## src/rtl/alu_logic_stage_pkg.sv

```systemverilog
// Shared ALU definitions: opcodes, default datapath width and the result record
// carried by ALU stages toward writeback.
package alu_logic_stage_pkg;

  localparam int ALU_WIDTH = 16;

  typedef enum logic [1:0] {
    OP_AND = 2'b00,
    OP_OR  = 2'b01,
    OP_XOR = 2'b10,
    OP_NOR = 2'b11
  } alu_op_e;

  typedef struct packed {
    logic [ALU_WIDTH-1:0] result;
    alu_op_e              op;
    logic                 zero;
    logic                 neg;
  } alu_entry_t;

endpackage

```

## src/rtl/alu_logic_stage_if.sv

```systemverilog
// Request/response bundle of the logic stage: upstream valid/ready request side,
// downstream valid/ready result side, plus occupancy and accept-count status.
interface alu_logic_stage_if #(
  parameter int WIDTH = 16,
  parameter int DEPTH = 2
);
  localparam int FW = $clog2(DEPTH + 1);

  logic             in_valid;
  logic             in_ready;
  logic [1:0]       in_op;
  logic [WIDTH-1:0] in_a;
  logic [WIDTH-1:0] in_b;
  logic             out_valid;
  logic             out_ready;
  logic [WIDTH-1:0] out_result;
  logic [1:0]       out_op;
  logic             out_zero;
  logic             out_neg;
  logic [FW-1:0]    fill;
  logic [15:0]      op_count;

  modport master (
    output in_valid, in_op, in_a, in_b, out_ready,
    input  in_ready, out_valid, out_result, out_op, out_zero, out_neg, fill, op_count
  );

  modport slave (
    input  in_valid, in_op, in_a, in_b, out_ready,
    output in_ready, out_valid, out_result, out_op, out_zero, out_neg, fill, op_count
  );
endinterface

```

## src/rtl/alu_logic_stage_bitwise_unit.sv

```systemverilog
// Combinational bitwise AND/OR/XOR/NOR, one independent lane per bit so it can be
// dropped into any ALU stage at any width.
module bitwise_unit
  import alu_logic_stage_pkg::*;
#(
  parameter int WIDTH = ALU_WIDTH
) (
  input  alu_op_e          op,
  input  logic [WIDTH-1:0] a,
  input  logic [WIDTH-1:0] b,
  output logic [WIDTH-1:0] y
);
  for (genvar i = 0; i < WIDTH; i++) begin : g_bit
    assign y[i] = (op == OP_AND) ?   a[i] & b[i]  :
                  (op == OP_OR)  ?   a[i] | b[i]  :
                  (op == OP_XOR) ?   a[i] ^ b[i]  :
                                   ~(a[i] | b[i]);
  end
endmodule

```

## src/rtl/alu_logic_stage.sv

```systemverilog
// Registered logic stage: evaluates a bitwise op per accepted request and queues
// {result, op, zero, neg} in a small FIFO so writeback can stall.
module alu_logic_stage
  import alu_logic_stage_pkg::*;
#(
  parameter int WIDTH = ALU_WIDTH,
  parameter int DEPTH = 2
) (
  input logic           clk,
  input logic           rst,
  alu_logic_stage_if.slave bus
);
  localparam int PW = (DEPTH > 1) ? $clog2(DEPTH) : 1;
  localparam int FW = $clog2(DEPTH + 1);

  typedef struct packed {
    logic [WIDTH-1:0] result;
    alu_op_e          op;
    logic             zero;
    logic             neg;
  } entry_t;

  entry_t [DEPTH-1:0] mem_q, mem_d;
  logic   [PW-1:0]    wptr_q, wptr_d, rptr_q, rptr_d;
  logic   [FW-1:0]    fill_q, fill_d;
  logic   [15:0]      op_count_q, op_count_d;

  logic [WIDTH-1:0] alu_y;
  logic             push, pop;
  entry_t           new_entry, head;

  bitwise_unit #(.WIDTH(WIDTH)) u_bitwise (
    .op (alu_op_e'(bus.in_op)),
    .a  (bus.in_a),
    .b  (bus.in_b),
    .y  (alu_y)
  );

  // Ready depends only on registered fill, so a pop never opens a slot same-cycle.
  assign bus.in_ready  = (fill_q < FW'(DEPTH));
  assign bus.out_valid = (fill_q != '0);
  assign push          = bus.in_valid && bus.in_ready;
  assign pop           = bus.out_valid && bus.out_ready;

  always_comb begin
    new_entry        = '0;
    new_entry.result = alu_y;
    new_entry.op     = alu_op_e'(bus.in_op);
    new_entry.zero   = (alu_y == '0);
    new_entry.neg    = alu_y[WIDTH-1];
  end

  always_comb begin
    mem_d      = mem_q;
    wptr_d     = wptr_q;
    rptr_d     = rptr_q;
    fill_d     = fill_q + FW'(push) - FW'(pop);
    op_count_d = op_count_q;
    if (push) begin
      mem_d[wptr_q] = new_entry;
      wptr_d        = (wptr_q == PW'(DEPTH - 1)) ? '0 : wptr_q + PW'(1);
      op_count_d    = op_count_q + 16'd1;
    end
    if (pop)
      rptr_d = (rptr_q == PW'(DEPTH - 1)) ? '0 : rptr_q + PW'(1);
  end

  always_ff @(posedge clk or posedge rst) begin
    if (rst) begin
      mem_q      <= '0;
      wptr_q     <= '0;
      rptr_q     <= '0;
      fill_q     <= '0;
      op_count_q <= '0;
    end else begin
      mem_q      <= mem_d;
      wptr_q     <= wptr_d;
      rptr_q     <= rptr_d;
      fill_q     <= fill_d;
      op_count_q <= op_count_d;
    end
  end

  // Head fields are gated so an empty FIFO presents all-zero data.
  always_comb begin
    head = '0;
    if (bus.out_valid) head = mem_q[rptr_q];
  end

  assign bus.out_result = head.result;
  assign bus.out_op     = head.op;
  assign bus.out_zero   = head.zero;
  assign bus.out_neg    = head.neg;
  assign bus.fill       = fill_q;
  assign bus.op_count   = op_count_q;

endmodule

```

## src/flat_wrapper.sv

```systemverilog
// flat-port wrapper written by rule: the top's interface ports become plain ports
module alu_logic_stage_flat import alu_logic_stage_pkg::*;
#(
  parameter int WIDTH = ALU_WIDTH,
  parameter int DEPTH = 2
)
  (clk, rst, bus_in_valid, bus_in_op, bus_in_a, bus_in_b, bus_out_ready, bus_in_ready, bus_out_valid, bus_out_result, bus_out_op, bus_out_zero, bus_out_neg, bus_fill, bus_op_count);
  alu_logic_stage_if #(.WIDTH(WIDTH), .DEPTH(DEPTH)) bus_i ();
  input logic clk;
  input logic rst;
  input wire logic [$bits(bus_i.in_valid)-1:0] bus_in_valid;
  input wire logic [$bits(bus_i.in_op)-1:0] bus_in_op;
  input wire logic [$bits(bus_i.in_a)-1:0] bus_in_a;
  input wire logic [$bits(bus_i.in_b)-1:0] bus_in_b;
  input wire logic [$bits(bus_i.out_ready)-1:0] bus_out_ready;
  output wire logic [$bits(bus_i.in_ready)-1:0] bus_in_ready;
  output wire logic [$bits(bus_i.out_valid)-1:0] bus_out_valid;
  output wire logic [$bits(bus_i.out_result)-1:0] bus_out_result;
  output wire logic [$bits(bus_i.out_op)-1:0] bus_out_op;
  output wire logic [$bits(bus_i.out_zero)-1:0] bus_out_zero;
  output wire logic [$bits(bus_i.out_neg)-1:0] bus_out_neg;
  output wire logic [$bits(bus_i.fill)-1:0] bus_fill;
  output wire logic [$bits(bus_i.op_count)-1:0] bus_op_count;
  assign bus_i.in_valid = bus_in_valid;
  assign bus_i.in_op = bus_in_op;
  assign bus_i.in_a = bus_in_a;
  assign bus_i.in_b = bus_in_b;
  assign bus_i.out_ready = bus_out_ready;
  assign bus_in_ready = bus_i.in_ready;
  assign bus_out_valid = bus_i.out_valid;
  assign bus_out_result = bus_i.out_result;
  assign bus_out_op = bus_i.out_op;
  assign bus_out_zero = bus_i.out_zero;
  assign bus_out_neg = bus_i.out_neg;
  assign bus_fill = bus_i.fill;
  assign bus_op_count = bus_i.op_count;
  alu_logic_stage #(.WIDTH(WIDTH), .DEPTH(DEPTH)) u_core (.clk(clk), .rst(rst), .bus(bus_i));
endmodule
```

## config.mk

```make
export PLATFORM = sky130hd
export DESIGN_NAME = alu_logic_stage_flat
export DESIGN_NICKNAME = d
export VERILOG_FILES = /design/src/rtl/alu_logic_stage_pkg.sv /design/src/rtl/alu_logic_stage_if.sv /design/src/rtl/alu_logic_stage_bitwise_unit.sv /design/src/rtl/alu_logic_stage.sv /design/src/flat_wrapper.sv
export SDC_FILE = /design/constraint.sdc
export NUM_CORES = 1
export LEC_CHECK = 0
export CELL_PAD_IN_SITES_DETAIL_PLACEMENT = 0
export CELL_PAD_IN_SITES_GLOBAL_PLACEMENT = 2
export CORE_MARGIN = 1.5
export CORE_UTILIZATION = 44
export CTS_CLUSTER_DIAMETER = 200
export DETAILED_ROUTE_END_ITERATION = 16
export DONT_BUFFER_PORTS = 1
export PLACE_DENSITY = 0.83
export SLEW_MARGIN = 15
export SYNTH_ARGS = -nofsm -noshare
export SYNTH_HDL_FRONTEND = slang
export SYNTH_SLANG_ARGS = --single-unit
export TNS_END_PERCENT = 5
```

## constraint.sdc

```tcl
create_clock -name clk -period 4.2 [get_ports clk]
set_input_delay 0.63 -clock clk [delete_from_list [all_inputs] [get_ports clk]]
set_output_delay 0.63 -clock clk [all_outputs]
set_load 0.005 [all_outputs]
```

==> results.sh, run 1 <==
export IMPL_clkSinkCount=58
export IMPL_setup_slack_ps=1660
export IMPL_multi_input_area_um2=2010
export IMPL_syn_area_per_cell_um2=10.6
export IMPL_ir_worst_vdd_mv=0.183
export IMPL_start_util_pct=45.9
export IMPL_die_h_um=96.1
export IMPL_final_setup_tns_ps=0
export IMPL_synth_flop_cell="dfrtp_1"
export IMPL_worstMarginPinSlew_ps=1210
export IMPL_cts_resized=0
export IMPL_hpwl_mm=4.86
export IMPL_grtUsageTotal_pct=15.6
export IMPL_coreArea_um2=8300
export IMPL_power_density_nw_per_um2=524
export IMPL_final_min_clock_period_ps=2540
export IMPL_finalSetupViolations=0
export IMPL_r2r_cells=3
export IMPL_drc=0
export IMPL_die_area_um2=9230
export IMPL_syn_nets=450
export IMPL_instances_no_fill=466
export IMPL_synth_seq_area_share_pct=38.1
export IMPL_critPathMaxFanout=20
export IMPL_p_total_mw=2.13
export IMPL_rsz0062_at_grt="false"
export IMPL_io_buffer_count=0
export IMPL_gp_congestion=0.649
export IMPL_clock_root_buffer="clkbuf_8"
export IMPL_netlist_area_um2=3810
export IMPL_yosys_warnings=0
export IMPL_ios=78
export IMPL_grt_pass1_wl_mm=10.7
export IMPL_drive_gt1_share_pct=15.8
export IMPL_synthTopCellsByCount="inv_1, dfrtp_1, ha_1"
export IMPL_synth_distinct_cells=25
export IMPL_wl_per_cell_um=14.2
export IMPL_cp_required_ps=3570
export IMPL_drt_initial_drc_count=76
export IMPL_grt_pass1_vias=2302
export IMPL_netlist_instances=361
export IMPL_num_antenna_cells=0
export IMPL_whs_ps=385
export IMPL_placed_area_um2=3870
export IMPL_antenna_found_initial=0
export IMPL_r2r_setup_slack_ps=1670
export IMPL_yosys_area_top_type="dfrtp_1"
export IMPL_cts_buffers=9
export IMPL_preCtsSetupSlack_ps=1470
export IMPL_path_cells="mux2i_1, nor2_1"
export IMPL_outcome="completed"
export IMPL_grt_overflow_total=0
export IMPL_critPathCapture="bus_out_result[15]"
export IMPL_cap_violations=0
export IMPL_setup_worst_path_start_class="flip-flop"
export IMPL_htree_levels=3
export IMPL_critical_path_class="reg -> out"
export IMPL_hp_class="in -> async"
export IMPL_drv_slew=0
export IMPL_synth_seq_cells=58
export IMPL_cts_buffer_depth=2
export IMPL_layout_nets=446
export IMPL_fp_dieW_um=96.1
export IMPL_seqCellArea_um2=1450
export IMPL_via_per_inst=5.05
export IMPL_max_freq_mhz=394
export IMPL_critical_path_endpoint_type="output port"
export IMPL_r2r_end="u_core.mem_q[7]"
export IMPL_synthTopCellsByArea="dfrtp_1, ha_1, mux4_2"
export IMPL_p_leak_nw=2.07
export IMPL_crit_arrival_ps=1910
export IMPL_routed_wl_mm=6.60
export IMPL_area_growth_pct=6.53
export IMPL_rr_startpoint="u_core.bus.fill[1]"
export IMPL_nFillCells=779
export IMPL_cts_hold_buf=0
export IMPL_synth_edf_count=0
export IMPL_cts_tree="built"
export IMPL_cp_slowest_stage_delay_ps=1100
export IMPL_synth_top_area_share_pct=38.1
export IMPL_placementRows=33
export IMPL_vias=2354
export IMPL_path_clk_slew_ps=60
export IMPL_grt_max_degree=59
export IMPL_async_flop_share_pct=100
export IMPL_fin_util_pct=48.9
export IMPL_max_slew_margin_pct=19.5
export IMPL_hold_viol=0
export IMPL_post_cts_buffers=0
export IMPL_dp_cells=451
export IMPL_cp_startpoint="u_core.rptr_q"
export IMPL_design_area_um2=4060
export IMPL_insertion_delay_ps=320
export IMPL_dr_pass1_iters=4
export IMPL_clock_skew_ps=4.05
export IMPL_critPathSlowestCell="dfrtp_1"
export IMPL_yosysMostFrequentCell="inv_1"
export IMPL_period_share_pct=60.4
export IMPL_drtAntennaViolNets=0
-- state kept, by name, summed over array words and instances, names as in the netlist --
name / cells
u_core.rptr_q: 1
u_core.mem_q: 38
u_core.bus.fill: 2
u_core.bus.op_count: 16
u_core.wptr_q: 1
-- where the power goes --
part           switching [mW]  total, mW  internal (mW)
logic                   0.353      0.689          0.336
clock network           0.202      0.475          0.273
registers               0.189      0.962          0.773
total                   0.744       2.13           1.38
-- layer usage --
layer | GRT usage [%] | part of all wire [%]
met5 | 0 | 0
met4 | 6.25 | 1.1
met3 | 4.90 | 6.4
met2 | 23.8 | 46
met1 | 20.6 | 47
-- logic make-up (layout without fill, tap and decap cells) --
| logic type | after synthesis | in the layout | synth area share, % |
|---|---|---|---|
| compound gates | 18 | 18 | 2.56 |
| xor+xnor | 19 | 19 | 4.37 |
| fa+ha+maj | 51 | 51 | 16.7 |
| buf+inv | 87 | 87 | 9.13 |
| flops | 58 | 58 | 38.1 |
| mux | 56 | 56 | 20.7 |
| simple gates | 72 | 72 | 8.37 |
-- final cells by class --
class / instances / share of cell area (%)
Clock buffer: 13 / 4.41
Clock inverter: 2 / 0.247
Inverter: 71 / 6.56
Multi-Input combinational cell: 216 / 49.6
Sequential cell: 58 / 35.7
Tap cell: 105 / 3.24
Timing Repair Buffer: 1 / 0.185
-- how the worst min path moves through the flow --
stage / startpoint / to / depth (start not counted)
floorplan: u_core.mem_q[0] / u_core.mem_q[0] / 2
global placement: u_core.mem_q[12] / u_core.mem_q[12] / 2
detailed placement: u_core.mem_q[12] / u_core.mem_q[12] / 2
CTS: rst / u_core.bus.op_count[7] / 2
global route: bus_in_op[0] / u_core.mem_q[2] / 1
finish: rst / u_core.bus.op_count[9] / 2
-- cells in the final DEF, fill, tap and decap left out, types with 2 or more instances in the layout --
master and instances:
or4_1 2, or3_1 2, o21ai_0 16, xor2_1 6
xnor2_1 13, clkinv_2 2, mux2_2 21, nand3_1 4
nor2_1 26, dfrtp_1 58, inv_1 70, mux4_2 15
clkbuf_8 13, ha_1 51, mux2i_1 19, nor2b_1 2
nand4_1 6, o21ai_2 2, nand2_1 26
-- critical path, delay by kind of cell (launching register included) --
| family | cells | cell delay [ps] |
|---|---|---|
| simple gates | 1 | 230 |
| flops | 1 | 1100 |
| mux | 1 | 220 |
(Power assumes the default switching activity.)
==> run 2, diff against run 1 <==
--- a/config.mk
+++ b/config.mk
@@ -8,11 +8,11 @@
 export CELL_PAD_IN_SITES_DETAIL_PLACEMENT = 0
 export CELL_PAD_IN_SITES_GLOBAL_PLACEMENT = 2
 export CORE_MARGIN = 1.5
-export CORE_UTILIZATION = 44
+export CORE_UTILIZATION = 40
 export CTS_CLUSTER_DIAMETER = 200
 export DETAILED_ROUTE_END_ITERATION = 16
 export DONT_BUFFER_PORTS = 1
-export PLACE_DENSITY = 0.83
+export PLACE_DENSITY = 0.76
 export SLEW_MARGIN = 15
 export SYNTH_ARGS = -nofsm -noshare
 export SYNTH_HDL_FRONTEND = slang
==> constraint.sdc (replaced) <==
create_clock -name clk -period 2.5 [get_ports clk]
set_input_delay 0.375 -clock clk [delete_from_list [all_inputs] [get_ports clk]]
set_output_delay 0.375 -clock clk [all_outputs]
set_load 0.005 [all_outputs]
==> run 2 against run 1 <==
First-iteration DRC count shrank 49%. Final area grew 2.8%. Clock power is 110% higher. Power is 78% higher. Worst hold slack got worse by 290 ps. Die area is 9.7% higher. Largest cell class unchanged.
==> results.sh, run 2 (synthesis gave the netlist of run 1 again) <==
export IMPL_outcome="completed"
export IMPL_critPathMaxFanout=3
export IMPL_drtAntennaViolNets=0
export IMPL_drc=0
export IMPL_die_h_um=101
export IMPL_insertion_delay_ps=340
export IMPL_worstMarginPinSlew_ps=861
export IMPL_cts_hold_buf=0
export IMPL_grt_pass1_vias=2436
export IMPL_antenna_found_initial=0
export IMPL_max_freq_mhz=469
export IMPL_clock_skew_ps=11.1
export IMPL_drv_slew=0
export IMPL_clkSinkCount=58
export IMPL_coreArea_um2=9240
export IMPL_grt_overflow_total=0
export IMPL_pwr_share_seq_pct=40.5
export IMPL_ir_worst_vdd_mv=0.377
export IMPL_path_clk_slew_ps=70
export IMPL_via_per_inst=4.78
export IMPL_dr_pass1_iters=4
export IMPL_r2r_end="u_core.bus.op_count[15]"
export IMPL_instances_no_fill=497
export IMPL_period_share_pct=85.2
export IMPL_rr_startpoint="u_core.bus.fill[1]"
export IMPL_drive_gt1_share_pct=17.4
export IMPL_combPwrFrac_pct=33.7
export IMPL_largest_register_ffs=38
export IMPL_power_density_nw_per_um2=908
export IMPL_critical_path_endpoint_type="flip-flop"
export IMPL_worst_path_stages=6
export IMPL_max_slew_margin_pct=42.5
export IMPL_critPathCapture="u_core.mem_q[21]"
export IMPL_routed_wl_mm=6.79
export IMPL_post_cts_buffers=0
export IMPL_grtUsageTotal_pct=14.7
export IMPL_top_register="u_core.mem_q"
export IMPL_wl_per_cell_um=13.7
export IMPL_finalSetupViolations=0
export IMPL_htree_levels=3
export IMPL_power_share_switching_pct=34.6
export IMPL_cp_required_ps=2770
export IMPL_clock_root_buffer="clkbuf_8"
export IMPL_layout_commonest_cell="inv_1"
export IMPL_clkPwrFrac_pct=25.8
export IMPL_final_setup_tns_ps=0
export IMPL_internal_power_mw=2.48
export IMPL_critPathSlowestCell="or4_1"
export IMPL_hpwl_mm=5.06
export IMPL_whs_ps=93.6
export IMPL_area_growth_pct=9.49
export IMPL_grt_pass1_wl_mm=11.3
export IMPL_placementRows=35
export IMPL_switching_power_mw=1.31
export IMPL_cts_buffer_depth=2
export IMPL_io_buffer_count=0
export IMPL_r2r_cells=6
export IMPL_most_common_layout_cells="inv_1, dfrtp_1, ha_1"
export IMPL_p_leak_nw=2.11
export IMPL_num_antenna_cells=0
export IMPL_vias=2375
export IMPL_critical_path_class="in -> reg"
export IMPL_start_util_pct=41.2
export IMPL_grt_max_degree=41
export IMPL_die_area_um2=10100
export IMPL_cpLargestDelayFamily="simple AND/OR/NAND/NOR gates"
export IMPL_drt_initial_drc_count=39
export IMPL_cts_tree="built"
export IMPL_crit_arrival_ps=2400
export IMPL_cts_resized=0
export IMPL_dp_cells=481
export IMPL_layout_nets=452
export IMPL_gp_congestion=0.739
export IMPL_rsz0062_at_grt="false"
export IMPL_ios=78
export IMPL_hp_class="in -> async"
export IMPL_cp_startpoint="bus_in_b[11]"
export IMPL_r2r_setup_slack_ps=660
export IMPL_cts_buffers=9
export IMPL_path_cells="inv_1, ha_1, mux4_2, or4_1, or4_4, o21ai_2"
export IMPL_hold_viol=0
export IMPL_cp_slowest_stage_delay_ps=560
export IMPL_fp_dieW_um=101
export IMPL_crit_buf_inv=1
export IMPL_cap_violations=0
export IMPL_nFillCells=903
export IMPL_final_min_clock_period_ps=2130
export IMPL_setup_worst_path_start_class="input pin"
-- run 2: cell type report --
type / instances / area [µm²] / area share [%]
clock buffer: 10 / 138 / 3.30
clock inverter: 6 / 88.8 / 2.13
inverter: 71 / 267 / 6.39
multi-input combinational: 216 / 2010 / 48.3
sequential: 58 / 1450 / 34.8
tap: 129 / 161 / 3.87
timing repair buffer: 7 / 52.6 / 1.26
-- run 2: power by group through the flow --
stage,registers [mW],logic (mW),clock network [mW]
6_report,1.53,1.28,0.978
3_3_place_gp,1.54,1.29,0
4_1_cts,1.54,1.33,0.999
5_1_grt,1.58,1.47,1.04
2_1_floorplan,1.49,1.06,0
3_5_place_dp,1.55,1.32,0
-- run 2: worst reg2reg max path, stage by stage, from the launching register on --
cell,delay (ps)
dfrtp_1,450
nor2b_1,140
buf_4,180
nand3_1,120
or3_1,490
nor3_1,240
xor2_1,160
-- run 2: worst min path at each step --
stage / from / end / slack (ps) / depth (start not counted)
floorplan: u_core.mem_q[0] / u_core.mem_q[0] / 450 / 2
global placement: u_core.mem_q[12] / u_core.mem_q[12] / 460 / 2
detailed placement: u_core.mem_q[21] / u_core.mem_q[21] / 470 / 2
CTS: rst / u_core.bus.op_count[15] / 120 / 1
global route: rst / u_core.bus.op_count[2] / 160 / 1
finish: rst / u_core.bus.op_count[11] / 90 / 1
-- run 2: routing by layer --
metal	global-route usage [%]	vias to the layer above	wire length, µm
met3	4.85	9	439
met5	0	-	0
met2	23.2	62	3080
li1	-	1164	-
met4	5.85	0	106
met1	18.5	1140	3170
-- run 2: metrics by stage --
step / area [µm²] / power [mW] / worst slack, ps / util, %
floorplan: 3810 / 2.55 / 128 / -
global placement: 3950 / 2.83 / 47.3 / 42.7
detailed placement: 3950 / 2.88 / 22.2 / 42.7
CTS: 4170 / 3.86 / 380 / 45.2
global route: 4170 / 4.10 / 328 / 45.2
finish: 4170 / 3.79 / 370 / 45.2
